$ cat config.mk
export PLATFORM = sky130hd
export DESIGN_NAME = uart_word_loader_flat
export DESIGN_NICKNAME = d
export VERILOG_FILES = /design/src/rtl/uart_word_loader_if.sv /design/src/rtl/uart_word_loader.sv /design/src/flat_wrapper.sv
export SDC_FILE = /design/constraint.sdc
export NUM_CORES = 1
export LEC_CHECK = 0
export ABC_AREA = 0
export CELL_PAD_IN_SITES_DETAIL_PLACEMENT = 1
export CELL_PAD_IN_SITES_GLOBAL_PLACEMENT = 2
export CORE_ASPECT_RATIO = 1.1
export CORE_MARGIN = 2
export CORE_UTILIZATION = 38
export CTS_CLUSTER_DIAMETER = 40
export DETAILED_ROUTE_END_ITERATION = 12
export PLACE_DENSITY_LB_ADDON = 0.1
export SLEW_MARGIN = 10
export SYNTH_ARGS = -nofsm -noshare
export SYNTH_HDL_FRONTEND = slang
export SYNTH_SLANG_ARGS = --single-unit
$ cat constraint.sdc
create_clock -name clk_100 -period 3.75 [get_ports clk_100]
set_input_delay 0.75 -clock clk_100 [delete_from_list [all_inputs] [get_ports clk_100]]
set_output_delay 0.75 -clock clk_100 [all_outputs]
set_load 0.02 [all_outputs]
$ cat src/rtl/uart_word_loader_if.sv
// -----------------------------------------------------------------------------
// uart_word_loader_if
//   Memory write port between the UART word loader and the block RAM I/O port.
//
//   Signals:
//     addr_io     [15:0]  write address
//     data_in_io  [15:0]  write data
//     we_io               one-cycle write strobe
//
//   Modports:
//     master  - the loader (drives the port)
//     slave   - the memory (observes the port)
// -----------------------------------------------------------------------------
interface uart_word_loader_if;
    logic [15:0] addr_io;
    logic [15:0] data_in_io;
    logic        we_io;

    modport master (
        output addr_io,
        output data_in_io,
        output we_io
    );

    modport slave (
        input addr_io,
        input data_in_io,
        input we_io
    );
endinterface

$ cat src/rtl/uart_word_loader.sv
// -----------------------------------------------------------------------------
// uart_word_loader
//   UART (8N1) receive-and-load stage in front of the processor's block RAM.
//   Received bytes are paired high-byte-first into 16-bit words and written to
//   consecutive addresses while the load switch (load_en) is high.
//
//   Parameters:
//     CLKS_PER_BIT  clk_100 cycles per UART bit (>= 4); 868 = 115200 baud @ 100 MHz
//     BASE_ADDR     first write address of every load session
//
//   Ports:
//     clk_100     in   system clock, rising edge
//     rst_n       in   asynchronous active-low reset
//     rx          in   UART line (idle high, asynchronous)
//     load_en     in   load session enable; a rising edge opens a new session
//     mem         if   memory write port (addr_io / data_in_io / we_io)
//     led_rx      out  high while a frame is being received
//     word_count  out  words written this session (saturates at 16'hFFFF)
//     frame_err   out  sticky: a stop bit was sampled low this session
//     load_done   out  session complete
//
//   Build option:
//     LOADER_END_MARKER_EN  when defined, an assembled word 16'hFFFF ends the
//                           session (load_done set, word not written, further
//                           bytes ignored). When undefined, 16'hFFFF is an
//                           ordinary word and load_done follows the falling
//                           edge of load_en.
// -----------------------------------------------------------------------------
module uart_word_loader #(
    parameter int          CLKS_PER_BIT = 868,
    parameter logic [15:0] BASE_ADDR    = 16'h0000
) (
    input  logic                      clk_100,
    input  logic                      rst_n,
    input  logic                      rx,
    input  logic                      load_en,
    uart_word_loader_if.master        mem,
    output logic                      led_rx,
    output logic [15:0]               word_count,
    output logic                      frame_err,
    output logic                      load_done
);

    localparam int                CNT_W     = $clog2(CLKS_PER_BIT);
    localparam logic [CNT_W-1:0]  BIT_LAST  = CNT_W'(CLKS_PER_BIT - 1);
    localparam logic [CNT_W-1:0]  HALF_LAST = CNT_W'(CLKS_PER_BIT / 2 - 1);
    localparam logic [CNT_W-1:0]  CNT_ONE   = CNT_W'(1);

    typedef enum logic [1:0] {
        S_IDLE,
        S_START,
        S_DATA,
        S_STOP
    } rx_state_t;

    rx_state_t         state;
    rx_state_t         state_nxt;

    // rx_p0/rx_p1 form the synchroniser; rx_p2 is the previous synchronised
    // value, used only for start-edge detection.
    logic              rx_p0;
    logic              rx_p1;
    logic              rx_p2;
    logic              rx_fall;

    logic [CNT_W-1:0]  clk_cnt;
    logic [2:0]        bit_idx;
    logic [7:0]        shreg;

    logic              half_tick;
    logic              bit_tick;
    logic              stop_ok;
    logic              stop_bad;

    logic              load_en_q;
    logic              load_rise;
`ifndef LOADER_END_MARKER_EN
    logic              load_fall;
`endif
    logic              pending;
    logic [15:0]       addr_q;
    logic [15:0]       data_q;
    logic              we_q;
    logic [15:0]       word_nxt;

    // ---- input synchroniser -------------------------------------------------
    always_ff @(posedge clk_100 or negedge rst_n) begin
        if (!rst_n) begin
            rx_p0 <= 1'b1;
            rx_p1 <= 1'b1;
            rx_p2 <= 1'b1;
        end else begin
            rx_p0 <= rx;
            rx_p1 <= rx_p0;
            rx_p2 <= rx_p1;
        end
    end

    assign rx_fall = rx_p2 & ~rx_p1;

    // ---- receiver FSM: state register ---------------------------------------
    always_ff @(posedge clk_100 or negedge rst_n) begin
        if (!rst_n) begin
            state <= S_IDLE;
        end else begin
            state <= state_nxt;
        end
    end

    // ---- receiver FSM: next state -------------------------------------------
    always_comb begin
        state_nxt = state;
        unique case (state)
            S_IDLE: begin
                if (rx_fall) begin
                    state_nxt = S_START;
                end
            end
            S_START: begin
                // A line that is high again at mid start bit was only a glitch.
                if (half_tick) begin
                    state_nxt = rx_p1 ? S_IDLE : S_DATA;
                end
            end
            S_DATA: begin
                if (bit_tick && (bit_idx == 3'd7)) begin
                    state_nxt = S_STOP;
                end
            end
            S_STOP: begin
                // Leave straight after the mid stop-bit sample so the next
                // start edge can be caught even with a slightly fast sender.
                if (bit_tick) begin
                    state_nxt = S_IDLE;
                end
            end
            default: state_nxt = S_IDLE;
        endcase
    end

    // ---- receiver FSM: outputs ----------------------------------------------
    always_comb begin
        led_rx    = 1'b0;
        half_tick = 1'b0;
        bit_tick  = 1'b0;
        stop_ok   = 1'b0;
        stop_bad  = 1'b0;
        unique case (state)
            S_IDLE: begin
                led_rx = 1'b0;
            end
            S_START: begin
                led_rx    = 1'b1;
                half_tick = (clk_cnt == HALF_LAST);
            end
            S_DATA: begin
                led_rx   = 1'b1;
                bit_tick = (clk_cnt == BIT_LAST);
            end
            S_STOP: begin
                led_rx   = 1'b1;
                bit_tick = (clk_cnt == BIT_LAST);
                stop_ok  = bit_tick & rx_p1;
                stop_bad = bit_tick & ~rx_p1;
            end
            default: led_rx = 1'b0;
        endcase
    end

    // ---- bit timing and deserialiser ----------------------------------------
    always_ff @(posedge clk_100 or negedge rst_n) begin
        if (!rst_n) begin
            clk_cnt <= '0;
            bit_idx <= 3'd0;
            shreg   <= 8'h00;
        end else begin
            unique case (state)
                S_IDLE: begin
                    clk_cnt <= '0;
                    bit_idx <= 3'd0;
                end
                S_START: begin
                    clk_cnt <= half_tick ? '0 : (clk_cnt + CNT_ONE);
                end
                S_DATA: begin
                    if (bit_tick) begin
                        clk_cnt <= '0;
                        bit_idx <= bit_idx + 3'd1;
                        // LSB arrives first, so shift in from the top.
                        shreg   <= {rx_p1, shreg[7:1]};
                    end else begin
                        clk_cnt <= clk_cnt + CNT_ONE;
                    end
                end
                S_STOP: begin
                    clk_cnt <= clk_cnt + CNT_ONE;
                end
                default: begin
                    clk_cnt <= '0;
                    bit_idx <= 3'd0;
                end
            endcase
        end
    end

    // ---- word assembly and memory write -------------------------------------
    assign load_rise = load_en & ~load_en_q;
`ifndef LOADER_END_MARKER_EN
    assign load_fall = ~load_en & load_en_q;
`endif
    assign word_nxt  = {data_q[15:8], shreg};

    always_ff @(posedge clk_100 or negedge rst_n) begin
        if (!rst_n) begin
            load_en_q  <= 1'b0;
            pending    <= 1'b0;
            addr_q     <= BASE_ADDR;
            data_q     <= 16'h0000;
            we_q       <= 1'b0;
            word_count <= 16'h0000;
            frame_err  <= 1'b0;
            load_done  <= 1'b0;
        end else begin
            load_en_q <= load_en;
            we_q      <= 1'b0;

            // Address/count advance in the cycle after the strobe so both are
            // stable for the whole write cycle.
            if (we_q) begin
                addr_q <= addr_q + 16'd1;
                if (word_count != 16'hFFFF) begin
                    word_count <= word_count + 16'd1;
                end
            end

            if (load_rise) begin
                // Session restart wins over any byte completing this cycle.
                addr_q     <= BASE_ADDR;
                word_count <= 16'h0000;
                frame_err  <= 1'b0;
                load_done  <= 1'b0;
                pending    <= 1'b0;
            end else begin
`ifndef LOADER_END_MARKER_EN
                if (load_fall) begin
                    load_done <= 1'b1;
                end
`endif
                if (stop_bad) begin
                    frame_err <= 1'b1;
                    pending   <= 1'b0;
                end else if (stop_ok && load_en && !load_done) begin
                    if (!pending) begin
                        data_q[15:8] <= shreg;
                        pending      <= 1'b1;
                    end else begin
                        pending <= 1'b0;
`ifdef LOADER_END_MARKER_EN
                        if (word_nxt == 16'hFFFF) begin
                            load_done <= 1'b1;
                        end else begin
                            data_q[7:0] <= shreg;
                            we_q        <= 1'b1;
                        end
`else
                        data_q[7:0] <= shreg;
                        we_q        <= 1'b1;
`endif
                    end
                end

                // With loading disabled a half-word must not survive into
                // the next session.
                if (!load_en) begin
                    pending <= 1'b0;
                end
            end
        end
    end

    assign mem.addr_io    = addr_q;
    assign mem.data_in_io = data_q;
    assign mem.we_io      = we_q;

endmodule

$ cat src/flat_wrapper.sv
// flat-port wrapper written by rule: the top's interface ports become plain ports
module uart_word_loader_flat 
#(
    parameter int          CLKS_PER_BIT = 868,
    parameter logic [15:0] BASE_ADDR    = 16'h0000
)
  (clk_100, rst_n, rx, load_en, led_rx, word_count, frame_err, load_done, mem_addr_io, mem_data_in_io, mem_we_io);
  uart_word_loader_if mem_i ();
  input  logic clk_100;
  input  logic rst_n;
  input  logic rx;
  input  logic load_en;
  output logic led_rx;
  output logic [15:0] word_count;
  output logic frame_err;
  output logic load_done;
  output wire logic [$bits(mem_i.addr_io)-1:0] mem_addr_io;
  output wire logic [$bits(mem_i.data_in_io)-1:0] mem_data_in_io;
  output wire logic [$bits(mem_i.we_io)-1:0] mem_we_io;
  assign mem_addr_io = mem_i.addr_io;
  assign mem_data_in_io = mem_i.data_in_io;
  assign mem_we_io = mem_i.we_io;
  uart_word_loader #(.CLKS_PER_BIT(CLKS_PER_BIT), .BASE_ADDR(BASE_ADDR)) u_core (.clk_100(clk_100), .rst_n(rst_n), .rx(rx), .load_en(load_en), .mem(mem_i), .led_rx(led_rx), .word_count(word_count), .frame_err(frame_err), .load_done(load_done));
endmodule
==> results of run 1 <==
power by group:
part / switching, W / internal [W] / leakage (nW)
registers: 0.0000408 / 0.000883 / 1.08
logic: 0.0000737 / 0.0000503 / 0.913
clock network: 0.000344 / 0.000247 / 0.0866
total: 0.000458 / 0.00118 / 2.08
path summary, 6_finish.rpt:
path	endpoint	slack, ns	depth (start not counted)
worst max-delay path	u_core.word_count[15]	0.87	6
worst min-delay path	u_core.rx_p1	0.36	0
worst max register to register	u_core.word_count[15]	1.42	6
worst min register to register	u_core.rx_p1	0.36	0
max in group asynchronous	u_core.word_count[2]	2.54	2
min in group asynchronous	u_core.mem.addr_io[11]	0.46	1
worst max-delay path, delay by kind of cell:
family                     cells  cell delay [ns]
AOI/OAI and AO/OA              1             0.34
buffers and inverters          1             0.53
adders and majority gates      1             0.52
muxes                          1             0.38
and+or+nand+nor                2             0.61
through the flow:
| step | cells | worst slack (ns) | util (%) | power (W) |
|---|---|---|---|---|
| 2_1_floorplan | 336 | 1.55 | - | 0.00102 |
| 3_3_place_gp | 502 | 0.626 | 45.5 | 0.00107 |
| 3_5_place_dp | 502 | 0.488 | 45.5 | 0.00107 |
| 5_1_grt | 518 | 0.782 | 47.3 | 0.00173 |
| 6_report | 518 | 0.874 | 47.3 | 0.00164 |
| 4_1_cts | 518 | 0.894 | 47.3 | 0.00167 |
placed cells by master, fill, tap and decap left out, drive strengths merged, types with 3 or more instances in the layout:
master	n
nor2	30
nor3b	4
o311ai	3
nand3	16
inv	15
xnor2	6
and4	4
o21ai	10
nand4	13
a21oi	15
nand2	21
clkdlybuf4s50	54
xor2	12
clkbuf	9
nor4	5
buf	4
nand3b	3
or4	9
nor2b	3
o31ai	8
and3	8
mux2	27
or3	5
o41ai	3
dfrtp	76
ha	7
dfstp	3
flip-flops by register name, summed over array words and instances (netlist names), named ones only:
register               cells
u_core.bit_idx             3
u_core.clk_cnt            10
u_core.frame_err           1
u_core.load_done           1
u_core.load_en_q           1
u_core.mem.addr_io        16
u_core.mem.data_in_io     16
u_core.mem.we_io           1
u_core.pending             1
u_core.rx_p0               1
u_core.rx_p1               1
u_core.rx_p2               1
u_core.shreg               8
u_core.state               1
u_core.word_count         16
logic make-up after synthesis:
logic type                 synth area share [%]
AOI/OAI and AO/OA                          8.54
xor gates and xnor gates                   4.14
adders and majority gates                  2.30
buffers and inverters                      3.06
DFF                                        52.0
muxes                                      8.51
and+or+nand+nor                            21.4
routing by layer:
layer | track usage (%) | up-vias
met4 | 7.05 | 0
met3 | 3.65 | 11
met1 | 23.4 | 1450
li1 | - | 1347
met2 | 28.4 | 48
met5 | 0 | -
final cells by class:
type	count	area (sq um)
Clock buffer	9	124
Clock inverter	7	55.1
Fill cell	1052	5160
Inverter	12	45.0
Multi-Input combinational cell	233	1710
Sequential cell	79	1980
Tap cell	120	150
Timing Repair Buffer	58	571
==> results.sh, run 1 <==
export IMPL_yosysWarnings=0
export IMPL_wirelength_microns=8770
export IMPL_standard_cell_rows=38
export IMPL_groute_usage_overall_pct=17.6
export IMPL_vias=2856
export IMPL_cts_root_buf="sky130_fd_sc_hd__clkbuf_8"
export IMPL_finish_instance_area_sq_um=4640
export IMPL_timing_max_transition_violations_final=0
export IMPL_timing_critical_path_fanout_max=13
export IMPL_timing_final_crit_share_pct=76.7
export IMPL_worst_ep_arrival_time_ns=3.13
export IMPL_wl_per_cell_microns=16.9
export IMPL_core_sq_um=9790
export IMPL_max_clock_freq_mhz=348
export IMPL_power_density_nw_per_um2=354
export IMPL_antenna_found_initial=0
export IMPL_synth_top_area_cells="sky130_fd_sc_hd__dfrtp_1, sky130_fd_sc_hd__mux2_2, sky130_fd_sc_hd__nor2_1"
export IMPL_hold_ws_ns=0.362
export IMPL_relSlewSlack_pct=46.6
export IMPL_maxCapViolations=0
export IMPL_die_area_sq_um=10800
export IMPL_die_x_microns=99.4
export IMPL_detail_route_drc_violations=0
export IMPL_routabilityCongestion=0.725
export IMPL_result_of_the_run="completed"
export IMPL_crit_start="load_en"
export IMPL_worstHoldStart="u_core.rx_p0"
export IMPL_crit_slowest_cell="sky130_fd_sc_hd__clkdlybuf4s50_1"
export IMPL_boundaryPins=56
export IMPL_synth_seq_cells=79
export IMPL_cp_data_required_time_ns=4.00
export IMPL_clock_sinks=79
export IMPL_htreeDepth=3
export IMPL_commonest_register_cell_after_synthesis="sky130_fd_sc_hd__dfrtp_1"
export IMPL_detail_route_first_pass_iterations=4
export IMPL_dp_hpwl_microns=6090
export IMPL_cts_made_buffers=9
export IMPL_grt_max_degree=64
export IMPL_synth_largest_area_cell="sky130_fd_sc_hd__dfrtp_1"
export IMPL_insertion_delay_ns=0.36
export IMPL_final_setup_viol_count=0
export IMPL_static_leakage_power_nw=2.08
export IMPL_synth_seq_area_share_pct=52.0
export IMPL_min_delay_path_class="flop to flop"
export IMPL_synth_area_sq_um=3810
export IMPL_drive_gt1_share_pct=16.1
export IMPL_route_met2_wl_microns=4230
export IMPL_synthArstFlopShare_pct=100
export IMPL_setup_worst_path_end_class="flop"
export IMPL_mean_area_per_synthesized_cell_sq_um=11.3
export IMPL_path_cells="clkdlybuf4s50_1, ha_1, o211a_1, nand3_2, nor4_1, mux2_2"
export IMPL_synth_largest_type_area_fraction_pct=50.0
export IMPL_postSynthNetCount=347
export IMPL_timing_worst_slew_pin_value_ns=0.801
export IMPL_yosysUniqueCellTypes=53
export IMPL_met1_length_microns=4080
export IMPL_clk_transition_reported_paths_ns=0.09
export IMPL_synth_most_common_cell="sky130_fd_sc_hd__dfrtp_1"
export IMPL_grt_pass1_wl_microns=15100
export IMPL_post_cts_resized_instances=0
export IMPL_area_growth_syn_to_layout_pct=21.8
export IMPL_synth_edf_count=0
export IMPL_finalHoldViolations=0
export IMPL_tritoncts="yes"
export IMPL_number_of_drc_markers_in_iteration_0=60
export IMPL_highest_layer="met4"
export IMPL_r2r_start="u_core.load_en_q"
export IMPL_port_buffers=55
export IMPL_final_net_count=404
export IMPL_grt_setup_unrepaired="no"
export IMPL_vdd_ir_drop_worst_v=0.000181
export IMPL_post_drt_via_cell_ratio=5.51
export IMPL_fin_tns_setup_ns=0
export IMPL_crit_path_max_incr_delay_ns=0.53
export IMPL_wl_met3_microns=324
export IMPL_crit_type="primary input to flop"
export IMPL_postCtsSetupRepairBufs=0
export IMPL_timing_final_crit_period_ns=2.88
export IMPL_fp_dieH_microns=109
export IMPL_timing_clock_skew_ns=0.0110
export IMPL_number_of_hold_repair_buffers_added_at_the_cts_stage=0
export IMPL_dpl_instance_area_sq_um=4460
export IMPL_antennaDiodeCount=0
export IMPL_cts_path_max_buffers=2
export IMPL_initial_utilization_pct=38.9
export IMPL_critPathLaunchType="primary input"
export IMPL_grt_remaining_overflow=0
export IMPL_detail_route_antenna_nets=0
export IMPL_number_of_global_route_vias_before_repair=2968
export IMPL_syn_inst=336
export IMPL_ys_top_cells_by_count="sky130_fd_sc_hd__dfrtp_1, sky130_fd_sc_hd__nor2_1, sky130_fd_sc_hd__mux2_2"
Note: power is estimated with default switching activity, not from simulation.
==> run 2: changes to the inputs <==
--- a/config.mk
+++ b/config.mk
@@ -10,7 +10,7 @@
 export CELL_PAD_IN_SITES_GLOBAL_PLACEMENT = 2
 export CORE_ASPECT_RATIO = 1.1
 export CORE_MARGIN = 2
-export CORE_UTILIZATION = 38
+export CORE_UTILIZATION = 32
 export CTS_CLUSTER_DIAMETER = 40
 export DETAILED_ROUTE_END_ITERATION = 12
 export PLACE_DENSITY_LB_ADDON = 0.1
==> constraint.sdc (replaced) <==
create_clock -name clk_100 -period 2.3 [get_ports clk_100]
set_input_delay 0.46 -clock clk_100 [delete_from_list [all_inputs] [get_ports clk_100]]
set_output_delay 0.46 -clock clk_100 [all_outputs]
set_load 0.02 [all_outputs]
==> run 2 against run 1 <==
Effect of this change:
- non-clock buffer count is 17 higher
- worst setup slack got worse by 0.72 ns
- global-route usage down 2.5 points
- cell area is 6.9% higher
- worst hold slack got worse by 0.23 ns
- first-iteration DRC count up 47%
- via count rose by 0.67%
- cell count increased by 9.1%
- sequential power up 62%
- register-to-register slack lost 1.1 ns
- largest cell class unchanged
- largest power group unchanged
- highest routed layer unchanged
==> results.sh, run 2 (synthesis gave the netlist of run 1 again) <==
export IMPL_max_clock_freq_mhz=465
export IMPL_number_of_hold_repair_buffers_added_at_the_cts_stage=0
export IMPL_highest_layer="met4"
export IMPL_maxCapViolations=0
export IMPL_initial_utilization_pct=33.0
export IMPL_standard_cell_rows=41
export IMPL_number_of_drc_markers_in_iteration_0=88
export IMPL_timing_final_crit_period_ns=2.15
export IMPL_critPathLaunchType="primary input"
export IMPL_timing_critical_path_buf_inv=2
export IMPL_final_net_count=421
export IMPL_timing_max_transition_violations_final=0
export IMPL_cp_data_required_time_ns=2.56
export IMPL_boundaryPins=56
export IMPL_preCtsSetupSlack_ns=-0.145
export IMPL_insertion_delay_ns=0.33
export IMPL_grt_setup_unrepaired="no"
export IMPL_htreeDepth=3
export IMPL_fin_tns_setup_ns=0
export IMPL_crit_slowest_cell="sky130_fd_sc_hd__or4_1"
export IMPL_critPathTopFamily="buffers and inverters"
export IMPL_core_sq_um=11500
export IMPL_static_leakage_power_nw=2.24
export IMPL_setup_worst_path_end_class="flop"
export IMPL_clock_sinks=79
export IMPL_route_met2_wl_microns=4290
export IMPL_cts_path_max_buffers=2
export IMPL_timing_critical_path_fanout_max=5
export IMPL_drive_gt1_share_pct=19.8
export IMPL_detail_route_first_pass_iterations=4
export IMPL_worst_ep_arrival_time_ns=2.41
export IMPL_setup_ws_ns=0.152
export IMPL_crit_path_max_incr_delay_ns=0.54
export IMPL_detail_route_antenna_nets=0
export IMPL_relSlewSlack_pct=60.4
export IMPL_crit_start="load_en"
export IMPL_vias=2875
export IMPL_wl_met3_microns=328
export IMPL_antenna_found_initial=0
export IMPL_clk_transition_reported_paths_ns=0.06
export IMPL_routabilityCongestion=0.729
export IMPL_min_delay_path_class="primary input to async pin"
export IMPL_layout_commonest_cell="sky130_fd_sc_hd__dfrtp_1"
export IMPL_dp_hpwl_microns=6320
export IMPL_die_x_microns=108
export IMPL_wl_per_cell_microns=15.8
export IMPL_fp_dieH_microns=118
export IMPL_grt_pass1_wl_microns=15400
export IMPL_wirelength_microns=8920
export IMPL_area_growth_syn_to_layout_pct=30.2
export IMPL_final_cell_mix="sky130_fd_sc_hd__dfrtp_1, sky130_fd_sc_hd__clkdlybuf4s50_1, sky130_fd_sc_hd__nor2_1"
export IMPL_detail_route_drc_violations=0
export IMPL_grt_max_degree=43
export IMPL_result_of_the_run="completed"
export IMPL_number_of_global_route_vias_before_repair=3065
export IMPL_power_density_nw_per_um2=645
export IMPL_port_buffers=55
export IMPL_finish_utilization_pct=42.9
export IMPL_tritoncts="yes"
export IMPL_cts_root_buf="sky130_fd_sc_hd__clkbuf_16"
export IMPL_met1_length_microns=4220
export IMPL_timing_clock_skew_ns=0.00809
export IMPL_vdd_ir_drop_worst_v=0.000400
export IMPL_timing_worst_slew_pin_value_ns=0.594
export IMPL_r2r_start="u_core.clk_cnt[0]"
export IMPL_die_area_sq_um=12800
export IMPL_final_setup_viol_count=0
export IMPL_groute_usage_overall_pct=15.1
export IMPL_antennaDiodeCount=0
export IMPL_post_drt_via_cell_ratio=5.09
export IMPL_grt_remaining_overflow=0
export IMPL_crit_type="primary input to flop"
export IMPL_path_cells="clkdlybuf4s50_1, ha_1, o211a_1, buf_4, nand4_4, or4_1, a21oi_1"
export IMPL_cts_made_buffers=9
export IMPL_timing_final_crit_share_pct=93.4
export IMPL_finalHoldViolations=0
export IMPL_totalPowerFinal_w=0.00320
## run 2: repair_timing
action	in CTS	in global routing
setup buffers	0	0
gates resized for setup	0	1
endpoints found under the setup margin	0	1
## run 2: worst paths after layout
path | cells past startpoint | slack, ns | endpoint
worst max register to register | 6 | 0.33 | u_core.mem.data_in_io[11]
worst min-delay path | 1 | 0.14 | u_core.mem.addr_io[11]
worst min register to register | 0 | 0.36 | u_core.rx_p1
worst max-delay path | 7 | 0.15 | u_core.word_count[14]
min in group clk_100 | 0 | 0.36 | u_core.rx_p1
max in group asynchronous | 2 | 1.56 | u_core.rx_p1
## run 2: cell type report
class	count	area [sq um]
Clock inverter	6	70.1
Clock buffer	10	239
Timing Repair Buffer	75	723
Fill cell	1273	6590
Inverter	12	45.0
Multi-Input combinational cell	233	1710
Tap cell	150	188
Sequential cell	79	1980
## run 2: power breakdown
part           internal [W]  switching [W]  leakage, nW
logic              0.000101       0.000137         1.01
registers           0.00144      0.0000569         1.08
clock network      0.000876       0.000583        0.153
## run 2: per-stage QoR
step | instance area [sq um] | std cells | hold WS (ns)
after floorplan | 3810 | 336 | 0.164
final | 4960 | 565 | 0.136
after CTS | 4960 | 565 | 0.157
after global placement | 4650 | 549 | 0.346
after detailed placement | 4650 | 549 | 0.347
after global routing | 4960 | 565 | 0.167
## run 2: routing by layer
layer | GRT usage [%] | vias to the layer above
li1 | - | 1373
met1 | 20.3 | 1453
met2 | 24.1 | 43
met3 | 4.14 | 6
met4 | 3.85 | 0
met5 | 0 | -
